$ cat src/rtl/stream_token_src.sv
// Token source: loads a sequence of 17-bit tokens into a small buffer, then
// replays it TX_NUM times on a valid/ready stream, closing with a done token.
module stream_token_src #(
  parameter int DEPTH  = 16,
  parameter int TX_NUM = 1
) (
  input  logic        clk,
  input  logic        rst,
  input  logic        clk_en,
  input  logic        flush,
  input  logic        tile_en,
  input  logic [16:0] wr_data,
  input  logic        wr_valid,
  output logic        wr_ready,
  input  logic        start,
  output logic [16:0] data_out,
  output logic        data_out_valid,
  input  logic        data_out_ready,
  output logic        done,
  output logic [15:0] tx_count,
  output logic [1:0]  state_dbg
);

  localparam int AW = (DEPTH > 1) ? $clog2(DEPTH) : 1;
  localparam int CW = AW + 1;
  localparam int RW = (TX_NUM > 1) ? $clog2(TX_NUM) : 1;
  localparam logic [16:0]   DONE_TOKEN = 17'h10100;
  localparam logic [CW-1:0] FULL       = CW'(DEPTH);

  localparam logic [1:0] S_IDLE     = 2'd0;
  localparam logic [1:0] S_PLAY     = 2'd1;
  localparam logic [1:0] S_DONE_TOK = 2'd2;
  localparam logic [1:0] S_FIN      = 2'd3;

  logic [1:0]    state;
  logic [CW-1:0] count;
  logic [AW-1:0] rd_ptr;
  logic [RW-1:0] rep;
  logic          valid_q;
  logic [16:0]   mem [DEPTH];

  logic          wr_fire;
  logic          out_fire;
  logic          last_tok;
  logic          last_rep;
  logic [AW-1:0] next_rd;
  logic [15:0]   tx_next;

  // Handshake: a beat transfers on a rising edge where valid, ready and
  // clk_en are all 1; tile_en=0 forces both ready and valid low.
  assign wr_ready       = tile_en && (state == S_IDLE) && (count != FULL);
  assign data_out_valid = valid_q && tile_en;
  assign wr_fire        = clk_en && wr_valid && wr_ready;
  assign out_fire       = clk_en && data_out_valid && data_out_ready;

  assign last_tok  = (CW'(rd_ptr) == count - CW'(1));
  assign last_rep  = (rep == RW'(TX_NUM - 1));
  assign next_rd   = rd_ptr + AW'(1);
  assign tx_next   = (tx_count == 16'hFFFF) ? tx_count : tx_count + 16'd1;
  assign state_dbg = state;

  // Buffer storage is deliberately unreset; count gates what is reachable.
  always_ff @(posedge clk) begin
    if (wr_fire && !rst) mem[count[AW-1:0]] <= wr_data;
  end

  always_ff @(posedge clk) begin
    if (rst) begin
      state    <= S_IDLE;
      count    <= '0;
      rd_ptr   <= '0;
      rep      <= '0;
      tx_count <= '0;
      valid_q  <= 1'b0;
      data_out <= '0;
      done     <= 1'b0;
    end else if (clk_en) begin
      if (flush) begin
        state    <= S_IDLE;
        rd_ptr   <= '0;
        rep      <= '0;
        tx_count <= '0;
        valid_q  <= 1'b0;
        done     <= 1'b0;
      end else if (tile_en) begin
        case (state)
          S_IDLE: begin
            if (wr_fire) count <= count + CW'(1);
            if (start) begin
              rd_ptr   <= '0;
              rep      <= '0;
              tx_count <= '0;
              valid_q  <= 1'b1;
              if (count != '0) begin
                state    <= S_PLAY;
                data_out <= mem[0];
              end else begin
                state    <= S_DONE_TOK;
                data_out <= DONE_TOKEN;
              end
            end
          end
          S_PLAY: begin
            if (out_fire) begin
              tx_count <= tx_next;
              // Preload the following token so the stream never bubbles.
              if (last_tok) begin
                rd_ptr <= '0;
                if (last_rep) begin
                  state    <= S_DONE_TOK;
                  data_out <= DONE_TOKEN;
                end else begin
                  rep      <= rep + RW'(1);
                  data_out <= mem[0];
                end
              end else begin
                rd_ptr   <= next_rd;
                data_out <= mem[next_rd];
              end
            end
          end
          S_DONE_TOK: begin
            if (out_fire) begin
              state    <= S_FIN;
              tx_count <= tx_next;
              valid_q  <= 1'b0;
              done     <= 1'b1;
            end
          end
          S_FIN: begin
            if (start) begin
              state <= S_IDLE;
              done  <= 1'b0;
            end
          end
          default: state <= S_IDLE;
        endcase
      end
    end
  end

endmodule

$ cat config.mk
export PLATFORM = sky130hd
export DESIGN_NAME = stream_token_src
export DESIGN_NICKNAME = d
export VERILOG_FILES = /design/src/rtl/stream_token_src.sv
export SDC_FILE = /design/constraint.sdc
export NUM_CORES = 1
export LEC_CHECK = 0
export ABC_AREA = 1
export CORE_UTILIZATION = 40
export CTS_BUF_LIST = sky130_fd_sc_hd__clkbuf_8
export DETAILED_ROUTE_END_ITERATION = 7
export PLACE_DENSITY = 0.68
export SETUP_SLACK_MARGIN = 0.5
export SLEW_MARGIN = 30
export SYNTH_ARGS = -nofsm -noshare
export SYNTH_HDL_FRONTEND = slang
export SYNTH_SLANG_ARGS = --single-unit
$ cat constraint.sdc
create_clock -name clk -period 3 [get_ports clk]
set_input_delay 0.6 -clock clk [delete_from_list [all_inputs] [get_ports clk]]
set_output_delay 0.6 -clock clk [all_outputs]
set_load 0.01 [all_outputs]
Word level (Yosys, flattened, before mapping)

Memories as Yosys holds them, arrays and structs flattened.
Index checks and enable logic that the tools add are counted.

Flip-flop bits (word level): 47
Bits in latches: 0
RAM bits: 272
ROM bits: 0
Input bits: 25
Word-level logic and storage cells: 103
Memories: 1

Memories:

| memory | words | bits a word | read ports | clocked after Yosys merged registers in | wr ports | line | RTL |
|---|---|---|---|---|---|---|---|
| mem    | 16    | 17          | 2          | 0                                       | 1        | 40   | `logic [16:0] mem [DEPTH];` |

Add/sub/neg operators: 5
$mul: 0
Div/mod/pow operators: 0
$lt $le $gt $ge: 0
Equality and inequality tests: 16
Shifts and indexed selects: 0
Mux-type cells: 46
Bitwise logic cells: 1
Reduce and logical (&&, ||, !) cells: 26

Operators by type and width:

| cell                                                               | count |
|---|---|
| 17-bit 2-to-1 mux                                                  | 5 |
| 16-bit 2-to-1 mux                                                  | 5 |
| 17-bit one-hot mux with 2 select lines                             | 1 |
| 16-bit one-hot mux with 2 select lines                             | 1 |
| 3-bit != test, second input constant                               | 7 |
| 4-bit 2-to-1 mux                                                   | 5 |
| 5-bit AND reduction                                                | 4 |
| 2-bit 2-to-1 mux                                                   | 9 |
| 6-bit AND reduction                                                | 3 |
| 16-bit by 1-bit adder with 16-bit output, second input constant    | 1 |
| 16-bit == test, second input constant                              | 1 |
| 1-bit 2-to-1 mux                                                   | 15 |
| 3-bit nonzero test                                                 | 4 |
| 1-bit logical AND                                                  | 8 |
| 2-bit one-hot mux with 4 select lines                              | 1 |
| 4-bit one-hot mux with 2 select lines                              | 1 |
| 8-bit AND reduction                                                | 1 |
| 1-bit one-hot mux with 2 select lines                              | 3 |
| 5-bit by 1-bit adder with 5-bit output, second input constant      | 1 |
| 4-bit by 5-bit == test with 1-bit output                           | 1 |
| 5-bit != test, second input constant                               | 1 |
| 5-bit nonzero test                                                 | 1 |
| 5-bit by 1-bit subtractor with 5-bit output, second input constant | 1 |
| 4-bit by 1-bit adder with 4-bit output, second input constant      | 1 |
| other kinds (10)                                                   | 13 |

Longest topological paths before layout

Gate-level depths: netlist (run 1).

Depth in word-level cells: 7
Depth in mapped cells: 14
Gate-level depth less buffers: 14

Least setup slack after synthesis (run 1)

OpenSTA, ideal clock, no wires.

Path type: flip-flop to flip-flop
Start: reg count[0]
End: mem mem[0][0] (enable)
Library setup time: 0.390 ns
Data arrival time: 2.121 ns
Data required time: 2.610 ns
Slack: 0.488 ns
Cell stages (with the launch flop): 10
Clock period less this slack: 2.512 ns
Cells stage by stage: dfxtp_1 -> inv_1 -> ha_1 -> nand3_1 -> nand3_1 -> inv_1 -> nand3_1 -> nor2_1 -> nand2_1 -> nor2_1

Longest elaborated chain between the ends: 6

Ends and longest elaborated chain:

| element                                | line | RTL |
|---|---|---|
| start: declaration                     | 36   | `logic [CW-1:0] count;` |
| start signal: assignment               | 88   | `if (wr_fire) count <= count + CW'(1);` |
| 5-bit != test                          | 51   | `assign wr_ready = tile_en && (state == S_IDLE) && (count != FULL);` |
| 1-bit logical AND                      | 51   |  |
| via wr_ready                           | 14   | `output logic wr_ready,` |
| 1-bit logical AND                      | 53   | `assign wr_fire = clk_en && wr_valid && wr_ready;` |
| 1-bit logical AND                      | 64   | `if (wr_fire && !rst) mem[count[AW-1:0]] <= wr_data;` |
| 1-bit 2-to-1 mux                       | 64   |  |
| 1-bit 2-to-1 mux (implied by the code) | 64   |  |
| end: declaration                       | 40   |  |

The timed path passes the listed nets, and every way through them passes these cells.

Worst setup path in the final report (run 1)

Start: in tile_en
End: out data_out_valid

Longest elaborated chain between the ends: 1

Ends and longest elaborated chain:

| element            | line | RTL |
|---|---|---|
| start: declaration | 11   | `input logic tile_en,` |
| 1-bit logical AND  | 52   | `assign data_out_valid = valid_q && tile_en;` |
| end: declaration   | 17   | `output logic data_out_valid,` |

Every way passes these cells.

==> results.txt, run 1 <==
Worst Skew: 0.0392 ns
final instance area: 16200 sq um
ys async rst share: 0%
PortBufs: 62
Final Critical Period: 2.40 ns
post-layout net count: 1480
cell count after synthesis: 1355
critical path class: in -> out
largest net degree at the start of global routing: 93
status: finished clean
Vias: 10.1k
Pins Over Slew Limit: 0
grt total ovfl: 0
Fillers: 3067
Starting DRT DRC Count: 1176
Max stage delay on crit path: 0.54 ns
Placed Cells: 1835
gr usage total: 19.6%
Least-Margin Pin Slew: 0.928 ns
CTS H-tree lvls: 2
Startpoint Class: input pin
total power: 8.69 mW
hold buffers post-CTS: 0
register bit count reported by yosys: 318
die area: 35200 sq um
Clock Latency Late Sink: 0.60 ns
Placed Area: 15200 sq um
Syn. warnings: 0
Cell Area, Synth: 13800 sq um
synth top area cells: edfxtp_1 (59%), nand2_1 (11%), nand3_1 (10%)
CP Capture Type: output port
CTS tree: done
Max-slew headroom: 38.1%
Clock Path Buffers: 3
Remaining DRCs: 0
first-pass GRT wire length: 54200 um
Critical Path RT: 2.40 ns
Distinct cells, synth: 31
DIE WIDTH: 188 um
DIE HEIGHT: 188 um
Fin. Hold Viols: 0
PD cells: 537 nW/um^2
fin util: 48.1%
P&R area growth vs syn: 17.4%
unrepaired setup endpoints after global routing: false
register area share after synthesis: 65.9%
Mean Syn Cell Area: 10.2 sq um
post-route setup TNS: 0 ns
n_diodes: 0
number of global-route vias before repair: 9757
non-filler instance count after layout: 1932
Multi-input gate area: 4130 sq um
GPL Wtd Cong: 0.864
share of layout cells above drive strength 1: 10.5%
share of the synthesized area in the top cell type: 59.2%
WL/cell: 17.9 um
ys flop type: edfxtp_1
vias per cell: 5.22
syn nets: 1392
setup bufs post-CTS: 0
HPWL after DPL: 21900 um
Most common cell on crit path: clkdlybuf4s50_1
Max rail drop VDD: 0.000324 V
Post-DRT Antenna Nets: 0
Static Leak: 5.91 nW
Row Count: 67
max cap viols: 0
Yosys top cell by area: edfxtp_1
CTS root buf: clkbuf_8
IO Pins: 63
crit-path cells: clkdlybuf4s50_1 > nand2_1 > inv_1 > clkdlybuf4s50_1
initial antenna violation count: 0
crit-path max FO: 4
Hold Path Class: reg -> reg
Reg area: 9100 sq um
Worst-path clk slew: 0.06 ns
slowest CP cell: clkdlybuf4s50_1
Peak Freq: 417 MHz
core area: 33700 sq um
initial core utilization: 40.9%
number of flops mapped to enable cells by yosys: 272
First-pass DRT Iterations: 6
period utilization: 79.8%
number of buffers created by CTS: 53
Setup violations, final: 0
# clock sinks: 318
Routed WL: 34500 um
crit path DAT: 1.80 ns
-- flip-flops by register name (all words and copies together) (netlist names) --
signal and count:
mem 272, valid_q 1, state_dbg 2, done 1, tx_count 16, data_out 17
rd_ptr 4, count 5
-- synth_stat cells (11+ instances only) --
cell type / count
nor3_1: 11
ha_1: 12
nand2_1: 422
clkbuf_1: 21
a31oi_1: 18
a21oi_1: 42
o21ai_0: 13
nand3_1: 283
inv_1: 69
nor2_1: 60
buf_2: 33
edfxtp_1: 272
dfxtp_1: 46
-- worst paths after layout --
kind | start | to | slack, ns | cells past startpoint
max | tile_en | data_out_valid | 0.60 | 4
min | done$_SDFFE_PP0P_ | done$_SDFFE_PP0P_ | 0.45 | 2
max reg2reg | state_dbg[1]$_SDFFE_PP0P_ | data_out[11]$_SDFFE_PP0P_ | 0.76 | 7
min reg2reg | done$_SDFFE_PP0P_ | done$_SDFFE_PP0P_ | 0.45 | 2
-- per-layer routing --
metal / vias up / wire length [um] / track usage, %
li1: 4854 / - / -
met1: 4731 / 14800 / 26.3
met2: 425 / 16000 / 31.3
met3: 73 / 2910 / 4.40
met4: 0 / 906 / 7.04
met5: - / 0 / 0
-- layout by cell type, fill, tap and decap left out, types with 4 or more instances in the layout --
| cell | count |
|---|---|
| inv_1 | 83 |
| clkinv_2 | 9 |
| dfxtp_1 | 42 |
| inv_2 | 10 |
| nor3_1 | 11 |
| nand3_1 | 282 |
| o21ai_0 | 13 |
| clkinv_1 | 14 |
| buf_4 | 22 |
| clkdlybuf4s50_1 | 61 |
| buf_12 | 18 |
| nand3_2 | 4 |
| nand2_1 | 422 |
| ha_1 | 9 |
| a31oi_1 | 18 |
| a21oi_1 | 42 |
| nor2_2 | 19 |
| edfxtp_1 | 272 |
| clkbuf_8 | 53 |
| nor2_1 | 43 |
| nand4_1 | 8 |
-- cell families after synthesis --
| group | Yosys count | share of synthesized area [%] |
|---|---|---|
| XOR/XNOR | 4 | 0.417 |
| buffers and inverters | 149 | 4.84 |
| adder cells (fa/ha/maj) | 12 | 1.09 |
| flip-flops | 318 | 65.9 |
| AND/OR/NAND/NOR | 795 | 24.8 |
| AO/OA/AOI/OAI | 77 | 2.98 |
-- report_power, final --
group | switching, mW | internal, mW
Sequential | 0.0173 | 4.82
Combinational | 0.344 | 0.158
Clock | 1.70 | 1.66
-- timing repair --
item,CTS,global route
gates resized for setup,6,9
pin swaps,0,0
setup endpoints to repair,1,17
-- worst max-delay path, delay by kind of cell --
kind	cells	cell delay, ns
AND/OR/NAND/NOR	1	0.07
buffers and inverters	3	1.13
-- area by class of cell --
class                           instances  share of cell area (%)
Clock buffer                           53                    4.50
Clock inverter                         43                    1.22
Inverter                               78                    1.84
Multi-Input combinational cell        888                    25.5
Sequential cell                       318                    56.2
Tap cell                              448                    3.46
Timing Repair Buffer                  104                    7.31
-- per-stage QoR --
| step | worst slack (ns) | hold slack (ns) |
|---|---|---|
| after detailed placement | 0.389 | 0.441 |
| after floorplan | 0.488 | 0.465 |
| after global routing | 0.505 | 0.491 |
| after CTS | 0.523 | 0.450 |
| after global placement | 0.457 | 0.432 |
| final | 0.605 | 0.446 |
Note: power is estimated with default switching activity, not from simulation.
==> run 2, diff against run 1 <==
==> constraint.sdc (replaced) <==
create_clock -name clk -period 2.4 [get_ports clk]
set_input_delay 0.48 -clock clk [delete_from_list [all_inputs] [get_ports clk]]
set_output_delay 0.48 -clock clk [all_outputs]
set_load 0.01 [all_outputs]
==> run 2 against run 1 <==
Sequential cell count stayed put. Total power is 29% higher. Combinational power is 61% higher. Non-clock buffer count is 72 higher. Critical path depth is 9 higher. Clock-buffer cell count is 1 lower. Clock power is 31% higher. Routed wire length is 12% higher. Clock skew hardly changed. Cell count is 3.8% higher. First-iteration DRC count is 0.26% lower. Global-route usage is 1.9 points higher. Largest cell class unchanged.
==> results.txt, run 2 (synthesis gave the netlist of run 1 again) <==
Vias: 10.6k (was 10.1k)
Psw: 2.67 mW (was 2.06 mW)
Peak Freq: 489 MHz
CTS root buf: clkbuf_8 (unchanged)
CP Capture Type: register (was output port)
CTS H-tree lvls: 2 (unchanged)
# clock sinks: 318 (unchanged)
slowest CP cell: dfxtp_4 (was clkdlybuf4s50_1)
Most common cell on crit path: buf_12 (was clkdlybuf4s50_1)
Combinational Power Share: 7.2% (was 5.8%)
gr usage total: 21.5% (was 19.6%)
hold buffers post-CTS: 0 (unchanged)
largest net degree at the start of global routing: 70 (was 93)
Remaining DRCs: 0 (unchanged)
initial core utilization: 40.9% (unchanged)
unrepaired setup endpoints after global routing: true (was false)
CTS tree: done (unchanged)
Max stage delay on crit path: 0.36 ns (was 0.54 ns)
Starting DRT DRC Count: 1173 (was 1176)
Routed WL: 38700 um (was 34500 um)
HPWL after DPL: 23300 um (was 21900 um)
first-pass GRT wire length: 58000 um (was 54200 um)
core area: 33700 sq um (unchanged)
IO Pins: 63 (unchanged)
Final Critical Period: 2.04 ns
Worst-path clk slew: 0.07 ns (was 0.06 ns)
die area: 35200 sq um (unchanged)
status: finished clean (unchanged)
Row Count: 67 (unchanged)
Clock Latency Late Sink: 0.59 ns (was 0.60 ns)
number of global-route vias before repair: 10.1k (was 9757)
Startpoint Class: register (was input pin)
period utilization: 85.2%
Seq pwr share: 53.7% (was 55.6%)
Max rail drop VDD: 0.000458 V (was 0.000324 V)
Max-slew headroom: 66.2% (was 38.1%)
Critical Path RT: 2.68 ns (was 2.40 ns)
Fin. Hold Viols: 0 (unchanged)
initial antenna violation count: 0 (unchanged)
sw frac: 23.7% (about the same)
grt total ovfl: 0 (unchanged)
post-layout net count: 1552 (was 1480)
final instance area: 17600 sq um (was 16200 sq um)
Setup violations, final: 0 (unchanged)
Fillers: 2945 (was 3067)
Clock Path Buffers: 3 (unchanged)
crit-path cells: inv_4 > ha_4 > nand3_4 > nand3_2 > inv_2 > nand3_2 > nor2_4 > buf_12 > buf_12 > nand2_8 > nor2_4 > buf_12 > buf_12 (was clkdlybuf4s50_1 > nand2_1 > inv_1 > clkdlybuf4s50_1)
P_int: 8.58 mW (was 6.63 mW)
n_diodes: 0 (unchanged)
GPL Wtd Cong: 0.901 (was 0.864)
most frequent cells in the layout: nand2_1 (414), edfxtp_1 (272), nand3_1 (270), inv_1 (80), buf_4 (56) (was nand2_1 (422), nand3_1 (282), edfxtp_1 (272), inv_1 (83), clkdlybuf4s50_1 (61))
crit-path max FO: 5 (was 4)
Static Leak: 6.65 nW (was 5.91 nW)
share of layout cells above drive strength 1: 18.0% (was 10.5%)
number of buffers created by CTS: 52 (was 53)
Post-DRT Antenna Nets: 0 (unchanged)
vias per cell: 5.31 (was 5.22)
clock group share of total power: 39.1% (was 38.6%)
Worst Skew: 0.0390 ns (was 0.0392 ns)
Pins Over Slew Limit: 0 (unchanged)
Placed Area: 15800 sq um (was 15200 sq um)
First-pass DRT Iterations: 5 (was 6)
critical path class: reg -> reg (was in -> out)
P&R area growth vs syn: 27.6% (was 17.4%)
DIE HEIGHT: 188 um (unchanged)
max cap viols: 0 (unchanged)
Largest register FFs: 272 (unchanged)
Hold Path Class: reg -> reg (unchanged)
PortBufs: 62 (unchanged)
WL/cell: 19.3 um (was 17.9 um)
crit path DAT: 2.33 ns (was 1.80 ns)
PD cells: 639 nW/um^2 (was 537 nW/um^2)
DIE WIDTH: 188 um (unchanged)
Least-Margin Pin Slew: 0.506 ns (was 0.928 ns)
post-route setup TNS: 0 ns (unchanged)
most common cell after layout, fill and taps aside: nand2_1 (unchanged)
## run 2: changes by cell type in the layout (fill, tap and decap cells not counted), sizes merged, moves of 2 or more
| cell | delta |
|---|---|
| bufbuf | +3 |
| bufinv | +2 |
| buf | +68 |
| clkinv | -2 |
| clkdlybuf4s50 | -38 |
| dlygate4sd2 | +37 |
## run 2: per-stage QoR
step	setup slack [ns]	instances	util, %	hold WS [ns]	total power, mW
after floorplan	0.467	1355	-	0.465	6.51
after global placement	0.0960	1873	47.0	0.454	6.84
after detailed placement	0.0829	1873	47.0	0.457	6.85
after CTS	0.402	1990	51.1	0.466	11.3
after global routing	0.295	2006	52.2	0.497	11.6
final	0.355	2006	52.2	0.455	11.3
## run 2: per-layer routing
layer	share of wire, %	wire [um]	GRT usage, %
met2	47	18300	35.1
met4	2.4	936	6.50
met3	8.6	3330	3.57
met1	42	16200	29.5
met5	0	0	0
## run 2: critical path, delay by kind of cell (launching register included)
kind,cells,cell delay (ns)
simple gates,6,0.59
flops,1,0.36
fa+ha+maj,1,0.16
buf+inv,6,0.64
## run 2: power by group through the flow
stage / Clock, mW / Combinational [mW] / Sequential, mW
after global routing: 4.73 / 0.872 / 6.04
after detailed placement: 0 / 0.694 / 6.16
after floorplan: 0 / 0.346 / 6.16
after CTS: 4.49 / 0.723 / 6.04
after global placement: 0 / 0.687 / 6.16
final: 4.40 / 0.811 / 6.04
## run 2: worst paths after layout
kind                          from                   to  slack (ns)  cells past startpoint
max reg2reg  count[1]$_SDFFE_PP0P_  mem[9][0]$_DFFE_PP_        0.36                     13
max          count[1]$_SDFFE_PP0P_  mem[9][0]$_DFFE_PP_        0.36                     13
min              done$_SDFFE_PP0P_    done$_SDFFE_PP0P_        0.45                      2
min reg2reg      done$_SDFFE_PP0P_    done$_SDFFE_PP0P_        0.45                      2
## run 2: final cells by class
cell class | instances | area [sq um] | share of cell area (%)
clock buffers | 52 | 716 | 4.07
well taps | 448 | 561 | 3.18
clock inverters | 45 | 254 | 1.44
repair buffers | 176 | 2150 | 12.2
flip-flops and latches | 318 | 9120 | 51.8
inverters | 78 | 323 | 1.83
multi-input cells | 889 | 4480 | 25.5
## run 2: repair_timing
action / in CTS / in global routing
gates resized for setup: 75 / 51
setup endpoints to repair: 347 / 295
buffers inserted: 14 / 13
pin swaps: 7 / 19
endpoints found under the hold margin: 0 / 0
cloned: 6 / 3
==> run 3, diff against run 2 <==
--- a/config.mk
+++ b/config.mk
@@ -8,6 +8,7 @@
 export ABC_AREA = 1
 export CORE_UTILIZATION = 40
 export CTS_BUF_LIST = sky130_fd_sc_hd__clkbuf_8
+export CTS_CLUSTER_SIZE = 8
 export DETAILED_ROUTE_END_ITERATION = 7
 export PLACE_DENSITY = 0.68
 export SETUP_SLACK_MARGIN = 0.5
==> run 3 against run 2 <==
Cell count is essentially flat. Non-clock buffer count increased by 6. Sequential share of layout area fell by 0.10 points. Setup slack gained 0.043 ns.
==> results.txt, run 3 (synthesis gave the netlist of run 1 again) <==
status: finished clean (unchanged)
HPWL after DPL: 23300 um (unchanged)
Pins Over Slew Limit: 0 (unchanged)
DIE HEIGHT: 188 um (unchanged)
# clock sinks: 318 (unchanged)
slowest CP cell: dfxtp_4 (unchanged)
Worst Skew: 0.0302 ns (was 0.0390 ns)
gr usage total: 21.5% (unchanged)
Starting DRT DRC Count: 1020 (was 1173)
hold_sp: done$_SDFFE_PP0P_ (unchanged)
post-layout net count: 1559 (was 1552)
critical path class: reg -> reg (unchanged)
First-pass DRT Iterations: 6 (was 5)
Worst R2R End: mem[7][12]$_DFFE_PP_ (was mem[9][0]$_DFFE_PP_)
WHS Path Cells: 2 (unchanged)
post-route setup TNS: 0 ns (unchanged)
crit-path cells: inv_4 > ha_4 > nand3_4 > nand3_2 > inv_2 > nand3_2 > nor2_4 > buf_12 > buf_12 > nand2_8 > nor2_4 > clkbuf_16 (was inv_4 > ha_4 > nand3_4 > nand3_2 > inv_2 > nand3_2 > nor2_4 > buf_12 > buf_12 > nand2_8 > nor2_4 > buf_12 > buf_12)
Critical Path RT: 2.72 ns (was 2.68 ns)
Clock Path Buffers: 3 (unchanged)
Final Critical Period: 2.00 ns (was 2.04 ns)
CP delay by family, top: simple AND/OR/NAND/NOR gates (was buffers and inverters)
IO Pins: 63 (unchanged)
worst hold margin: 0.455 ns (about the same)
Routed WL: 39500 um (was 38700 um)
Fin. Hold Viols: 0 (unchanged)
Max-slew headroom: 66.8% (was 66.2%)
CTS H-tree lvls: 2 (unchanged)
non-filler instance count after layout: 2008 (was 2006)
Peak Freq: 500 MHz (was 489 MHz)
crit-path max FO: 8 (was 5)
Least-Margin Pin Slew: 0.496 ns (was 0.506 ns)
crit path DAT: 2.32 ns (was 2.33 ns)
Remaining DRCs: 0 (unchanged)
first-pass GRT wire length: 57900 um (was 58000 um)
Placed Cells: 1873 (unchanged)
DIE WIDTH: 188 um (unchanged)
reg2reg path depth: 12 (was 13)
Setup violations, final: 0 (unchanged)
number of buffers created by CTS: 52 (unchanged)
grt total ovfl: 0 (unchanged)
vias per cell: 5.31 (about the same)
Max stage delay on crit path: 0.36 ns (about the same)
number of global-route vias before repair: 10.2k (was 10.1k)
Hold Crit Endpoint: done$_SDFFE_PP0P_ (unchanged)
P&R area growth vs syn: 27.9% (was 27.6%)
most frequent cells in the layout: nand2_1 (413), edfxtp_1 (272), nand3_1 (270), inv_1 (84), buf_4 (63) (was nand2_1 (414), edfxtp_1 (272), nand3_1 (270), inv_1 (80), buf_4 (56))
Static Leak: 6.69 nW (was 6.65 nW)
unrepaired setup endpoints after global routing: true (unchanged)
WL/cell: 19.7 um (was 19.3 um)
Worst-path clk slew: 0.06 ns (was 0.07 ns)
PD cells: 630 nW/um^2 (was 639 nW/um^2)
PortBufs: 62 (unchanged)
die area: 35200 sq um (unchanged)
hold buffers post-CTS: 0 (unchanged)
Reg-to-Reg Start: count[1]$_SDFFE_PP0P_ (unchanged)
share of layout cells above drive strength 1: 18.4% (was 18.0%)
initial antenna violation count: 0 (unchanged)
largest net degree at the start of global routing: 70 (unchanged)
CP Capture Type: register (unchanged)
GPL Wtd Cong: 0.901 (unchanged)
Hold Path Class: reg -> reg (unchanged)
Startpoint Class: register (unchanged)
Largest register FFs: 272 (unchanged)
initial core utilization: 40.9% (unchanged)
Placed Area: 15800 sq um (unchanged)
Post-DRT Antenna Nets: 0 (unchanged)
most common cell after layout, fill and taps aside: nand2_1 (unchanged)
Row Count: 67 (unchanged)
CTS tree: done (unchanged)
sum of buffers and inverters on the critical path: 5 (was 6)
Clock Latency Late Sink: 0.60 ns (was 0.59 ns)
Vias: 10.7k (was 10.6k)
period utilization: 83.4% (was 85.2%)
final instance area: 17600 sq um (about the same)
CTS root buf: clkbuf_8 (unchanged)
core area: 33700 sq um (unchanged)
R2R Setup Slk: 0.40 ns (was 0.36 ns)
max cap viols: 0 (unchanged)
n_diodes: 0 (unchanged)
Max rail drop VDD: 0.000467 V (was 0.000458 V)
run 3: worst max path at each step:
stage | start | endpoint | slack (ns) | cells after the start
floorplan | count[0]$_SDFFE_PP0P_ | mem[13][0]$_DFFE_PP_ | 0.47 | 9
global placement | tile_en | mem[11][0]$_DFFE_PP_ | 0.1 | 9
detailed placement | tile_en | mem[11][0]$_DFFE_PP_ | 0.08 | 9
CTS | count[0]$_SDFFE_PP0P_ | wr_ready | 0.38 | 6
global route | count[0]$_SDFFE_PP0P_ | mem[7][12]$_DFFE_PP_ | 0.33 | 12
finish | count[1]$_SDFFE_PP0P_ | mem[7][12]$_DFFE_PP_ | 0.40 | 12
run 3: stage by stage:
step,setup slack [ns],power (mW),utilization [%]
2_1_floorplan,0.467,6.51,-
3_3_place_gp,0.0960,6.84,47.0
3_5_place_dp,0.0829,6.85,47.0
4_1_cts,0.376,11.1,50.7
5_1_grt,0.334,11.5,52.4
6_report,0.399,11.1,52.4
run 3: repair_timing:
| action | 4_1_cts | 5_1_grt |
|---|---|---|
| gates resized for setup | 79 | 60 |
| gates cloned | 5 | 7 |
| pin swaps | 9 | 23 |
| endpoints found under the setup margin | 347 | 286 |
| buffers inserted | 13 | 18 |
run 3: area by class of cell:
cell class,instances,area (sq um)
inverters,78,337
well taps,448,561
repair inverters,1,8.76
fillers,2947,16100
repair buffers,182,2180
flip-flops and latches,318,9120
clock buffers,52,716
multi-input cells,889,4510
clock inverters,40,198
run 3: where the power goes:
group	leakage (nW)	switching, mW	internal (mW)
sequential	2.83	0.0226	6.02
clock	0.547	2.12	2.13
combinational	3.31	0.515	0.320
run 3: per-layer routing:
layer	routed length (um)	global-route usage, %	part of all wire [%]	up-vias
li1	-	-	-	5017
met1	16500	28.7	42	5090
met2	18600	35.2	47	480
met3	3500	4.94	8.9	78
met4	957	6.04	2.4	0
met5	0	0	0	-
run 3: worst register-to-register path, cell delays in order, from the launching register on:
cell and delay (ns):
dfxtp_4 0.36, inv_4 0.04, ha_4 0.16, nand3_4 0.10, nand3_2 0.08, inv_2 0.08
nand3_2 0.08, nor2_4 0.11, buf_12 0.14, buf_12 0.14, nand2_8 0.08, nor2_4 0.17
clkbuf_16 0.19
